[config.mk]
export PLATFORM = sky130hd
export DESIGN_NAME = pu_buffer_ctrl
export DESIGN_NICKNAME = d
export VERILOG_FILES = /design/src/rtl/pu_buffer_ctrl.sv
export SDC_FILE = /design/constraint.sdc
export NUM_CORES = 1
export LEC_CHECK = 0
export ABC_CLOCK_PERIOD_IN_PS = 1700
export BUFFER_PORTS_ARGS = -buffer_cell sky130_fd_sc_hd__buf_2
export CELL_PAD_IN_SITES_DETAIL_PLACEMENT = 1
export CELL_PAD_IN_SITES_GLOBAL_PLACEMENT = 1
export CORE_ASPECT_RATIO = 1.1
export CORE_MARGIN = 2
export CORE_UTILIZATION = 34
export CTS_CLUSTER_SIZE = 28
export DETAILED_ROUTE_END_ITERATION = 8
export PLACE_DENSITY = 0.82
export SYNTH_ARGS = -nofsm -noshare
export SYNTH_HDL_FRONTEND = slang
export SYNTH_SLANG_ARGS = --single-unit
[constraint.sdc]
create_clock -name clk -period 1.7 [get_ports clk]
set_clock_uncertainty 0.05 [all_clocks]
set_input_delay 0.17 -clock clk [delete_from_list [all_inputs] [get_ports clk]]
set_output_delay 0.17 -clock clk [all_outputs]
set_load 0.005 [all_outputs]
[src/rtl/pu_buffer_ctrl.sv]
// Ping-pong SPI-to-PU buffer controller: fills one bank from SPI bytes while the PU drains the other.
// Optional sticky error flags are built in when PU_BUFFER_CTRL_ERR_EN is defined.
module pu_buffer_ctrl #(
    parameter int DATA_WIDTH = 8,
    parameter int BUF_SIZE   = 6,
    parameter int ADDR_WIDTH = 3
) (
    input  logic                  clk,
    input  logic                  rst,
    input  logic                  ready,
    input  logic [DATA_WIDTH-1:0] data_in,
    input  logic                  frame_end,
    input  logic                  rd_req,
    output logic                  wr_en,
    output logic                  wr_bank,
    output logic [ADDR_WIDTH-1:0] wr_addr,
    output logic [DATA_WIDTH-1:0] wr_data,
    output logic                  rd_bank,
    output logic [ADDR_WIDTH-1:0] rd_addr,
    output logic [ADDR_WIDTH:0]   rd_count,
    output logic                  frame_ready,
    output logic                  overflow,
    output logic                  underflow
);
    // state | meaning
    // IDLE  | fill bank empty, waiting for the first byte of a frame
    // RECV  | collecting bytes into the fill bank
    // HOLD  | frame complete, waiting for the PU to empty the drain bank
    // SWAP  | one-cycle bank exchange

    typedef enum logic [1:0] {IDLE, RECV, HOLD, SWAP} state_t;

    localparam logic [ADDR_WIDTH:0] FULL = (ADDR_WIDTH+1)'(BUF_SIZE);

    state_t                state, state_nxt;
    logic                  ready_q;
    logic                  ready_edge;
    logic [ADDR_WIDTH:0]   fill_count;
    logic                  accept;
    logic                  drop;
    logic                  do_swap;
    logic                  drain;

    assign ready_edge = ready & ~ready_q;

    always_ff @(posedge clk) begin
        if (rst) state <= IDLE;
        else     state <= state_nxt;
    end

    always_comb begin
        state_nxt = state;
        case (state)
            IDLE: if (ready_edge) state_nxt = RECV;
            RECV: if (frame_end)  state_nxt = (rd_count == '0) ? SWAP : HOLD;
            HOLD: if (rd_count == '0) state_nxt = SWAP;
            SWAP: state_nxt = IDLE;
            default: state_nxt = IDLE;
        endcase
    end

    always_comb begin
        accept  = 1'b0;
        do_swap = 1'b0;
        if ((state == IDLE || state == RECV) && ready_edge && fill_count != FULL)
            accept = 1'b1;
        if (state == SWAP)
            do_swap = 1'b1;
        drop = ready_edge & ~accept;
    end

    assign drain = rd_req && (rd_count != '0);

    always_ff @(posedge clk) begin
        if (rst) begin
            ready_q    <= 1'b0;
            fill_count <= '0;
            wr_bank    <= 1'b0;
            wr_en      <= 1'b0;
            wr_addr    <= '0;
            wr_data    <= '0;
            rd_addr    <= '0;
            rd_count   <= '0;
        end else begin
            ready_q <= ready;
            wr_en   <= accept;
            if (accept) begin
                wr_addr    <= fill_count[ADDR_WIDTH-1:0];
                wr_data    <= data_in;
                fill_count <= fill_count + 1'b1;
            end
            // SWAP is only reached with an empty drain bank, so it never races a drain
            if (do_swap) begin
                wr_bank    <= ~wr_bank;
                rd_count   <= fill_count;
                fill_count <= '0;
                rd_addr    <= '0;
            end else if (drain) begin
                rd_addr  <= rd_addr + 1'b1;
                rd_count <= rd_count - 1'b1;
            end
        end
    end

    assign rd_bank     = ~wr_bank;
    assign frame_ready = (rd_count != '0);

`ifdef PU_BUFFER_CTRL_ERR_EN
    always_ff @(posedge clk) begin
        if (rst) begin
            overflow  <= 1'b0;
            underflow <= 1'b0;
        end else begin
            if (drop)                      overflow  <= 1'b1;
            if (rd_req && rd_count == '0)  underflow <= 1'b1;
        end
    end
`else
    logic unused_err;
    assign unused_err = drop;
    assign overflow   = 1'b0;
    assign underflow  = 1'b0;
`endif

endmodule

**Word level (Yosys, flattened, before mapping)**

Cells that the tools add are included.

- Add/subtract/negate cells: 3
- Equal/unequal tests: 7
- Muxes and demuxes: 9
- Bitwise gates (word level): 3
- Reductions and logical operators: 10

Operator list:

| cell | number |
|---|---|
| 4-bit 2-to-1 mux | 2 |
| 2-bit case mux with 4 select lines | 1 |
| 2-bit 2-to-1 mux | 3 |
| 2-bit != test, second input constant | 3 |
| 4-bit by 1-bit adder with 4-bit output, second input constant | 1 |
| 2-bit == test, second input constant | 2 |
| 4-bit zero test | 1 |
| 4-bit by 3-bit != test with 1-bit output, second input constant | 1 |
| 4-bit nonzero test | 1 |
| 4-bit by 1-bit subtractor with 4-bit output, second input constant | 1 |
| 3-bit by 1-bit adder with 3-bit output, second input constant | 1 |
| 1-bit logical AND | 3 |
| 1-bit 2-to-1 mux | 3 |
| 3-bit AND reduction | 1 |
| 2-bit by 1-bit == test with 1-bit output, second input constant | 1 |
| 2-bit zero test | 1 |
| 1-bit inverter | 2 |
| 2-bit nonzero test | 1 |
| 2-bit OR reduction | 1 |
| 1-bit AND | 1 |
| 1-bit logical OR | 1 |

- Register bits after elaboration: 27

**Longest topological paths before layout**

Gate-level depths: netlist of the first run.

- Word-level depth: 5
- Gate-level depth with buffers: 8
- Gate-level depth less buffers: 6

**Worst setup path after synthesis of the first run**

No wires, ideal clock.

- Kind: reg2reg
- From: reg rd_count[0]
- To: reg state[1]
- Setup time: 0.128 ns
- Arrival time: 1.569 ns
- Required time: 1.522 ns
- Path slack: -0.047 ns
- Cell stages (with the launch flop): 8
- Period minus slack after synthesis: 1.747 ns
- Path through: dfxtp_1 -> inv_1 -> ha_1 -> or3b_1 -> buf_6 -> a221oi_4 -> mux2i_1 -> nor2_1

- Cells in the longest elaborated chain, start to end: 3

RTL lines:

| element | line | source |
|---|---|---|
| start: declaration | 20 | `output logic [ADDR_WIDTH:0] rd_count,` |
| start signal: assignment | 95 | `rd_count <= fill_count;` |
| start signal: assignment | 100 | `rd_count <= rd_count - 1'b1;` |
| 4-bit zero test | 56 | `HOLD: if (rd_count == '0) state_nxt = SWAP;` |
| 2-bit != test (no source line) | - |  |
| 3-bit AND reduction (no source line) | - |  |
| end signal: assignment | 48 | `else state <= state_nxt;` |
| end: declaration | 35 | `state_t state, state_nxt;` |

No other way between the ends.
A chain may end at the register's enable or synchronous reset.

**Final worst setup path of the first run**

- From: reg rd_count[0]
- To: out frame_ready

- Cells in the longest elaborated chain, start to end: 1

RTL lines:

| element | line | source |
|---|---|---|
| 4-bit nonzero test | 106 | `assign frame_ready = (rd_count != '0);` |
| end: declaration | 21 | `output logic frame_ready,` |

No other way between the ends.

==> flow_results.org, run 1 <==
** Pwr
- Total power for the finished layout comes to ~2500 uW.
- Static leakage :: 0.000733 uW
- In this run the power density over the cells is between 1500 and 2000 nW/um2.
- VDD sags by at most between 0.4 and 0.5 mV.

** Layout
- Share of final-layout standard cells stronger than drive strength 1 :: 0.368
- Number of nets in the final layout :: roughly 200
- The repair_antennas step left the layout with diodes totalling 0.
- Commonest cells after routing, fill and taps aside :: 33 x buf_2, 24 x dfxtp_1, 19 x nor2_1
- Leaving out fill and tap cells, the most frequent cell in the layout is buf_2.
- Count of non-filler cells in the finished layout :: ~220
- Signed area change from the synthesized netlist to the final layout :: 26.8%
- In the final layout, the multi-input gates occupy ~670 um2.
- Area of all sequential standard cells :: 544 um2
- The layout has 450 filler cells.

** Yosys
- Top cells by area in the synthesized netlist :: dfxtp_1 42%, mux2i_1 8.6%, ha_1 7.9%, nor2_1 5.6%, a21oi_1 3.1%
- Simple-gate portion of the synthesized area :: 0.140
- Of the synthesized area, sequential elements account for 0.424.
- Of the post-synthesis cell area, the part taken by muxes is 0.0864.
- Adder and majority cell fraction of the synthesized area :: 0.0785
- Of the total synthesized cell area, the portion taken by XOR and XNOR cells is 0.0412.
- Main combinational cell family by area after synthesis :: compound AO/OA/AOI/OAI gates
- The share of synthesized area in the top cell type comes to 0.424.
- Synthesized area :: roughly 1300 um2
- Synthesis instantiated 39 different standard cells from the library.
- After synthesis the netlist holds a flip-flop and latch count of 27.
- Average instance area after synthesis :: between 9 and 10 um2
- Complex-gate fraction of the synthesized area :: 0.158
- Post-synthesis cell type with the largest combined area :: dfxtp_1
- Yosys printed 0 warnings.
- Synthesis handed over a netlist of ~130 instances.

** STA
- Setup total negative slack on the finished layout was measured at 0 ns.
- Setup violations remaining at the end of the flow were counted as 0.
- Number of hold violations in the final report :: 0
- RSZ-0062 raised after global routing :: yes
- Achievable clock frequency :: 589 MHz
- Minimum hold slack :: between 0.06 and 0.07 ns
- Max-slew violations :: 0
- Minimum clock period :: approximately 1.7 ns
- Of the available clock period, the critical path in the final layout requires 0.998.

** GRT
- Summed over all layers, the global routing overflow is 0.
- Across every metal layer, demand over resource in global routing totals 0.158.
- Via count of the first global-routing pass :: roughly 1200
- Global-route wire length before repair :: roughly 5.3 mm
- Largest net degree at the start of global routing :: 21
- Antenna violations before repair :: 0

** Worst setup path
- Classification of the worst setup path :: reg -> out
- Endpoint of the most critical register-to-register path :: state[1]
- For the worst setup path, the data arrival time is 1.48 ns.
- Data on the critical path is required at its endpoint by about 1.5 ns.
- STA classifies the critical path startpoint as a flop.
- Maximum fanout along the worst path :: 5
- Reg2Reg Launch Point :: rd_count[0]
- For flop-to-flop paths, the worst setup slack is approximately 0.010 ns.
- R2r worst-path depth :: 6
- Endpoint kind of the worst setup timing path :: primary output

** Place
- The number of placed instances, taps included, is around 220.
- Routability-driven placement finished with a final weighted congestion of between 0.7 and 0.8.
- Count of buffers inserted at the top-level ports :: 34
- Half-perimeter wire length after detailed placement :: roughly 2.4 mm

** Clocking
- Clock input transition at the sequential cells of the worst setup and hold paths :: ~0.09 ns
- TritonCTS built the clock tree.
- CTS saw 27 sinks.
- Library cell used as clock root buffer :: clkbuf_8
- Cts hold-fix bufs :: 0
- At the later pin of the worst-skew pair, clock insertion delay measures between 0.2 and 0.3 ns.
- Htree depth :: 1
- The number of clock buffers added by TritonCTS is 3.
- Number of buffers between clock root and the deepest sink :: 2

** Route
- Antenna-violating nets left :: 0
- After detailed routing, the total wire length is 3.13 mm.
- DRC viols :: 0
- In the routed layout, each cell is associated on average with a via count of roughly 4.9.
- Via total after detailed routing :: approximately 1100
- Post-DR wirelength/cell :: between 10 and 15 um
- The detailed router finished its first iteration with 43 violations.
- Length of the first detailed-routing pass in iterations :: 2

** Worst hold path
- Tightest Hold Check Type :: in -> reg
- For hold timing, the worst endpoint is wr_data[0].
- Hold wc startpoint :: data_in[0]
- The worst hold path passes through 3 cells.

** Floorplanning
- Placeable core region :: about 3600 um2
- The die is 68.2 um tall.
- Number of I/O pins :: 37
- Initial core utilization :: 0.352
- Die Wd :: roughly 62 um
- Row generation in the floorplan step produced 23 rows.
- Die area :: between 4000 and 5000 um2

** Run status
- The run finished with clean final reports.

** Job
- Number of maximum-capacitance violations :: 0
registers in the layout (all words and copies together) (netlist names):
register / count
wr_data: 8
fill_count: 4
rd_count: 4
rd_addr: 3
wr_addr: 3
state: 2
ready_q: 1
wr_bank: 1
wr_en: 1
power by group:
group / leakage, uW / internal, uW / switching, uW
Combinational: 0.000485 / 672 / 607
Clock: 0.0000255 / 165 / 213
Sequential: 0.000222 / 776 / 113
worst max-delay path, stage by stage (launching register included):
cell     delay [ns]
dfxtp_2        0.33
inv_2          0.07
ha_4           0.13
or3b_4         0.41
buf_6          0.15
buf_6          0.11
layout make-up:
| type | instances | share of cell area |
|---|---|---|
| clock buffers | 3 | 0.0255 |
| clock inverters | 1 | 0.00310 |
| inverters | 8 | 0.0186 |
| multi-input cells | 90 | 0.415 |
| flip-flops and latches | 27 | 0.337 |
| well taps | 50 | 0.0387 |
| repair buffers | 45 | 0.163 |
what timing repair did:
item,in CTS,in global routing
gates resized for setup,4,2
setup buffers,1,1
pin swaps,1,1
endpoints found under the setup margin,5,18
layer usage:
metal	share of wire	up-vias	global-route usage	routed length [um]
met3	0.050	5	0.0263	157
met1	0.40	527	0.163	1260
li1	-	535	-	-
met4	0.021	0	0.0833	67
met5	0	-	0	0
met2	0.52	35	0.315	1640
kinds of logic (layout without fill, tap and decap cells):
logic type,count (synthesis),after routing
compound gates,26,26
xor+xnor,6,6
fa+ha+maj,8,8
buf+inv,18,57
flops,27,27
mux,11,11
other cells,1,2
simple gates,37,37
Yosys cell counts, drive strengths merged:
cell type and n:
or3 2, a31o 1, o21a 3, dfxtp 27, or2 1, inv 8
xnor2 3, or3b 1, a211oi 1, nor2 19, a21oi 8, a221oi 1
a31oi 2, buf 6, nand2b 1, ha 8, o211a 1, mux2i 11
nand4b 1, o221ai 1, xor2 3, clkbuf 4, nand3b 1, a32oi 1
nand3 3, nor2b 4, a21bo 1, o221a 1, o2111ai 1, conb 1
nand2 3, a311oi 1, o21ai 2, nor3 1, o211ai 1
stage by stage:
stage	cell area, um2	util	setup WS [ns]
detailed placement	1540	0.424	-0.0365
finish	1620	0.446	0.00336
global placement	1540	0.424	0.0491
global route	1620	0.446	-0.0834
floorplan	1290	-	0.0179
CTS	1610	0.443	-0.00887
worst max-delay path by stage:
stage                        to        start  depth (start not counted)  slack [ns]
global route           state[1]  rd_count[0]                          6       -0.08
CTS                 frame_ready  rd_count[0]                          5      -0.009
floorplan              state[1]  rd_count[1]                          7        0.02
global placement       state[1]  rd_count[1]                          6        0.05
finish              frame_ready  rd_count[0]                          5       0.003
detailed placement  rd_count[3]  rd_count[1]                          7       -0.04
Note: power is estimated with default switching activity, not from simulation.
==> run 2, diff against run 1 <==
--- a/config.mk
+++ b/config.mk
@@ -5,13 +5,14 @@
 export SDC_FILE = /design/constraint.sdc
 export NUM_CORES = 1
 export LEC_CHECK = 0
+export ABC_AREA = 1
 export ABC_CLOCK_PERIOD_IN_PS = 1700
 export BUFFER_PORTS_ARGS = -buffer_cell sky130_fd_sc_hd__buf_2
 export CELL_PAD_IN_SITES_DETAIL_PLACEMENT = 1
 export CELL_PAD_IN_SITES_GLOBAL_PLACEMENT = 1
 export CORE_ASPECT_RATIO = 1.1
 export CORE_MARGIN = 2
-export CORE_UTILIZATION = 34
+export CORE_UTILIZATION = 32
 export CTS_CLUSTER_SIZE = 28
 export DETAILED_ROUTE_END_ITERATION = 8
 export PLACE_DENSITY = 0.82
==> run 2 against run 1 <==
  * Fmax grew 7.9%
  * Worst hold slack worse by 0.013 ns
  * Synthesized cell count grew 28%
  * Sequential cell count unchanged
  * Global-route usage shrank 1.0 points
  * Largest power group is now registers
==> flow_results.org, run 2 <==
** Worst setup path
- On the worst path, the slowest cell contributes a delay of ~0.37 ns.
- In this run the critical register-to-register path is captured at wr_data[0].
- Classification of the worst setup path :: reg -> reg
- Setup slack, reg-to-reg :: ~0.13 ns
- Cell class contributing the biggest share of worst-path delay :: buffers and inverters
- Counting stages on the worst path, the most repeated cell is inv_1.
- Of all nets on the critical path, the largest fanout is 11.
- CP max-delay cell :: dfxtp_1
- Required time reported for the critical path endpoint :: around 1.8 ns
- Walking the worst path, the cells encountered are inv_1 -> ha_1 -> inv_1 -> a21oi_2 -> nand2_2 -> buf_4 -> o21ai_0 -> nor2_1.
- Setup crit start kind :: flop
- The worst register-to-register path begins at state[1].
- The worst setup path is captured at a flop.
- Counting cells, the worst reg-to-reg path comes to 8.
- Number of buffers and inverters on the critical path :: 3
- Arrival time at the worst endpoint :: around 1.7 ns

** STA
- Max-slew violations :: 0
- Minimum hold slack :: about 0.057 ns
- Minimum clock period :: between 1.5 and 2 ns
- The final hold violation count came to 0.
- Setup total negative slack on the finished layout was measured at 0 ns.
- Based on the critical path, the design can be clocked at up to 636 MHz.
- The worst path meets setup with approximately 0.13 ns of slack.
- RSZ-0062 raised after global routing :: no
- Setup violations remaining at the end of the flow were counted as 0.
- Dividing the final minimum period by the clock period gives 0.925.

** Clocking
- The tree is rooted in a clkbuf_8.
- Number of buffers between clock root and the deepest sink :: 2
- Clock input transition at the sequential cells of the worst setup and hold paths :: around 0.090 ns
- For this design, the CTS-stage hold fixing added 0 buffers.
- CTS built an H-tree with a depth of 1.
- TritonCTS built the clock tree.
- The later pin in the worst-skew pair is clocked with a latency of 0.28 ns.
- In this run, CTS created clock tree buffers numbering 3.
- The clock net in this run drives a total of 27 sinks.

** Route
- For this run, design rule violations remaining after detail routing come to 0.
- Drt initial violations :: between 40 and 50
- Drt via density :: around 4.7
- The count of nets left with antenna violations once routing finished came out at 0.
- For this run, the detailed router's first-pass iteration total came to 4.
- Summed over all layers, the routed wires come to about 3.2 mm.
- Via total after detailed routing :: ~1200
- Post-DR wirelength/cell :: 12.1 um

** GRT
- For this run, global-route usage on met2 was measured as 0.271.
- Entering global routing, the biggest net connects 17 pins.
- Most Crowded Layer GR :: met2
- Met1 capacity usage during global routing :: 0.167
- The total overflow left after global routing is 0.
- The number of antenna violations at the first check in global routing came to 0.
- The number of global-route vias before repair came to approximately 1200.
- For this run, the total global-route usage over all layers was measured as 0.148.
- Global-route wire length before repair :: 5.33 mm
- For met3 alone, demand over resource in global routing was 0.0193.

** Yosys
- Count of yosys warnings during synthesis :: 0
- Ranked by instance count, the synthesized netlist is headed by 28 x nor2_1, 27 x dfxtp_1, 27 x nand2_1.
- The cell count after synthesis came out at 172.
- Register area share after synthesis :: 0.423
- Share of the synthesized area in the top cell type :: 0.423
- Synthesized area :: between 1000 and 1500 um2
- Synthesis instantiated 20 different standard cells from the library.
- Most used DFF post-synth :: dfxtp_1
- Post-synthesis cell type with the largest combined area :: dfxtp_1
- Top cells by area in the synthesized netlist :: dfxtp_1 42%, nor2_1 8.2%, nand2_1 7.9%, ha_1 7.8%, o21ai_0 6.3%
- Post-synthesis register bit count :: 27
- In this run, synthesis inferred 0 flip-flops with an integrated enable.
- Top-count cell post-synth :: nor2_1
- Async set or reset register ratio after synthesis :: 0
- Average instance area after synthesis :: approximately 7.4 um2

** Floorplanning
- Die Wd :: 64.2 um
- Initial core utilization :: 0.327
- Number of placement rows :: 24
- Placeable core region :: about 4000 um2
- During I/O placement, the number of pins put on the boundary was 37.
- Overall die height :: between 70 and 80 um
- Die area :: 4510 um2

** Place
- Count of buffers inserted at the top-level ports :: 34
- After detailed placement, the total cell area comes to about 1500 um2.
- Half-perimeter wire length after detailed placement :: around 2.3 mm
- Routability-driven placement congestion ratio :: just under 0.8
- Worst-case setup slack after placement :: 0.151 ns

** Worst hold path
- Hold-critical path endpoint :: ready_q
- The min-delay analysis places its worst path in the category in -> reg.
- The worst hold path passes through 3 cells.
- The worst hold path begins at ready.

** Layout
- Area of all sequential standard cells :: roughly 540 um2
- 0 antenna diodes ended up in the layout.
- Number of nets in the final layout :: 231
- Most common cell after layout, fill and taps aside :: buf_2
- wr_data holds more flip-flops than any other register.
- Largest registers in the final layout :: wr_data x8, fill_count x4, rd_count x4
- Summing all multi-input logic gate instances after layout gives 621 um2.
- Commonest cells after routing, fill and taps aside :: 34 x buf_2, 28 x nor2_1, 27 x nand2_1, 27 x dfxtp_1, 19 x inv_1
- Fillers :: 518
- Max FFs per register :: 8
- In the final layout, the share of cells above drive strength 1 is 0.263.
- Signed area change from the synthesized netlist to the final layout :: 21.8%
- Once layout is done, the placed cells without fillers occupy approximately 1600 um2.

** Run status
- Run status :: completed

** Pwr
- For this design the ratio of total power to cell area is between 1000 and 1500 nW/um2.
- Summed over all cells, the static leakage comes to between 0.0007 and 0.0008 uW.
- IR analysis of the VDD net gives a maximum drop of 0.406 mV.

** Job
- Max-cap violations in this run came to 0.
run 2: cell families after synthesis:
group	synth area share
flip-flops	0.423
AND/OR/NAND/NOR	0.259
XOR/XNOR	0.0206
adder cells (fa/ha/maj)	0.0784
AO/OA/AOI/OAI	0.119
other	0.00294
buffers and inverters	0.0970
run 2: metrics by stage:
step	cells	total power [uW]	util
floorplan	173	1460	-
global placement	255	1710	0.381
detailed placement	255	1740	0.381
CTS	259	2140	0.393
global route	261	2350	0.399
finish	261	2140	0.399
run 2: worst max path at each step:
stage / from / end / slack [ns] / depth (start not counted)
final: state[1] / wr_data[0] / 0.13 / 8
after global routing: state[1] / wr_data[0] / 0.005 / 8
after CTS: state[0] / wr_data[7] / 0.05 / 8
after detailed placement: state[0] / wr_data[7] / 0.15 / 8
after global placement: state[0] / wr_data[6] / 0.22 / 8
after floorplan: state[0] / wr_data[0] / 0.33 / 9
run 2: worst register-to-register path: stages, from the launching register on:
cell,delay (ns)
dfxtp_1,0.37
inv_1,0.11
ha_1,0.20
inv_1,0.08
a21oi_2,0.17
nand2_2,0.11
buf_4,0.19
o21ai_0,0.15
nor2_1,0.05
run 2: routing by layer:
metal / up-vias / share of wire / wire length [um]
met1: 574 / 0.42 / 1340
met5: - / 0 / 0
li1: 614 / - / -
met2: 36 / 0.50 / 1590
met3: 9 / 0.046 / 145
met4: 0 / 0.030 / 96
run 2: area by class of cell:
class | instances | area share
clock buffer | 3 | 0.0265
clock inverter | 1 | 0.00482
inverter | 21 | 0.0523
multi-input combinational | 119 | 0.399
sequential | 27 | 0.347
tap | 52 | 0.0418
timing repair buffer | 38 | 0.129
run 2: report_power, final:
group	leakage (uW)	switching, uW	internal (uW)	total [uW]
combinational	0.000523	505	359	864
clock	0.0000217	213	167	379
sequential	0.000222	118	781	899
total	0.000766	836	1310	2140
run 2: repair_timing:
action,in CTS,in global routing
setup buffers,0,2
hold endpoints to repair,0,0
gates resized for setup,0,6
endpoints found under the setup margin,0,15
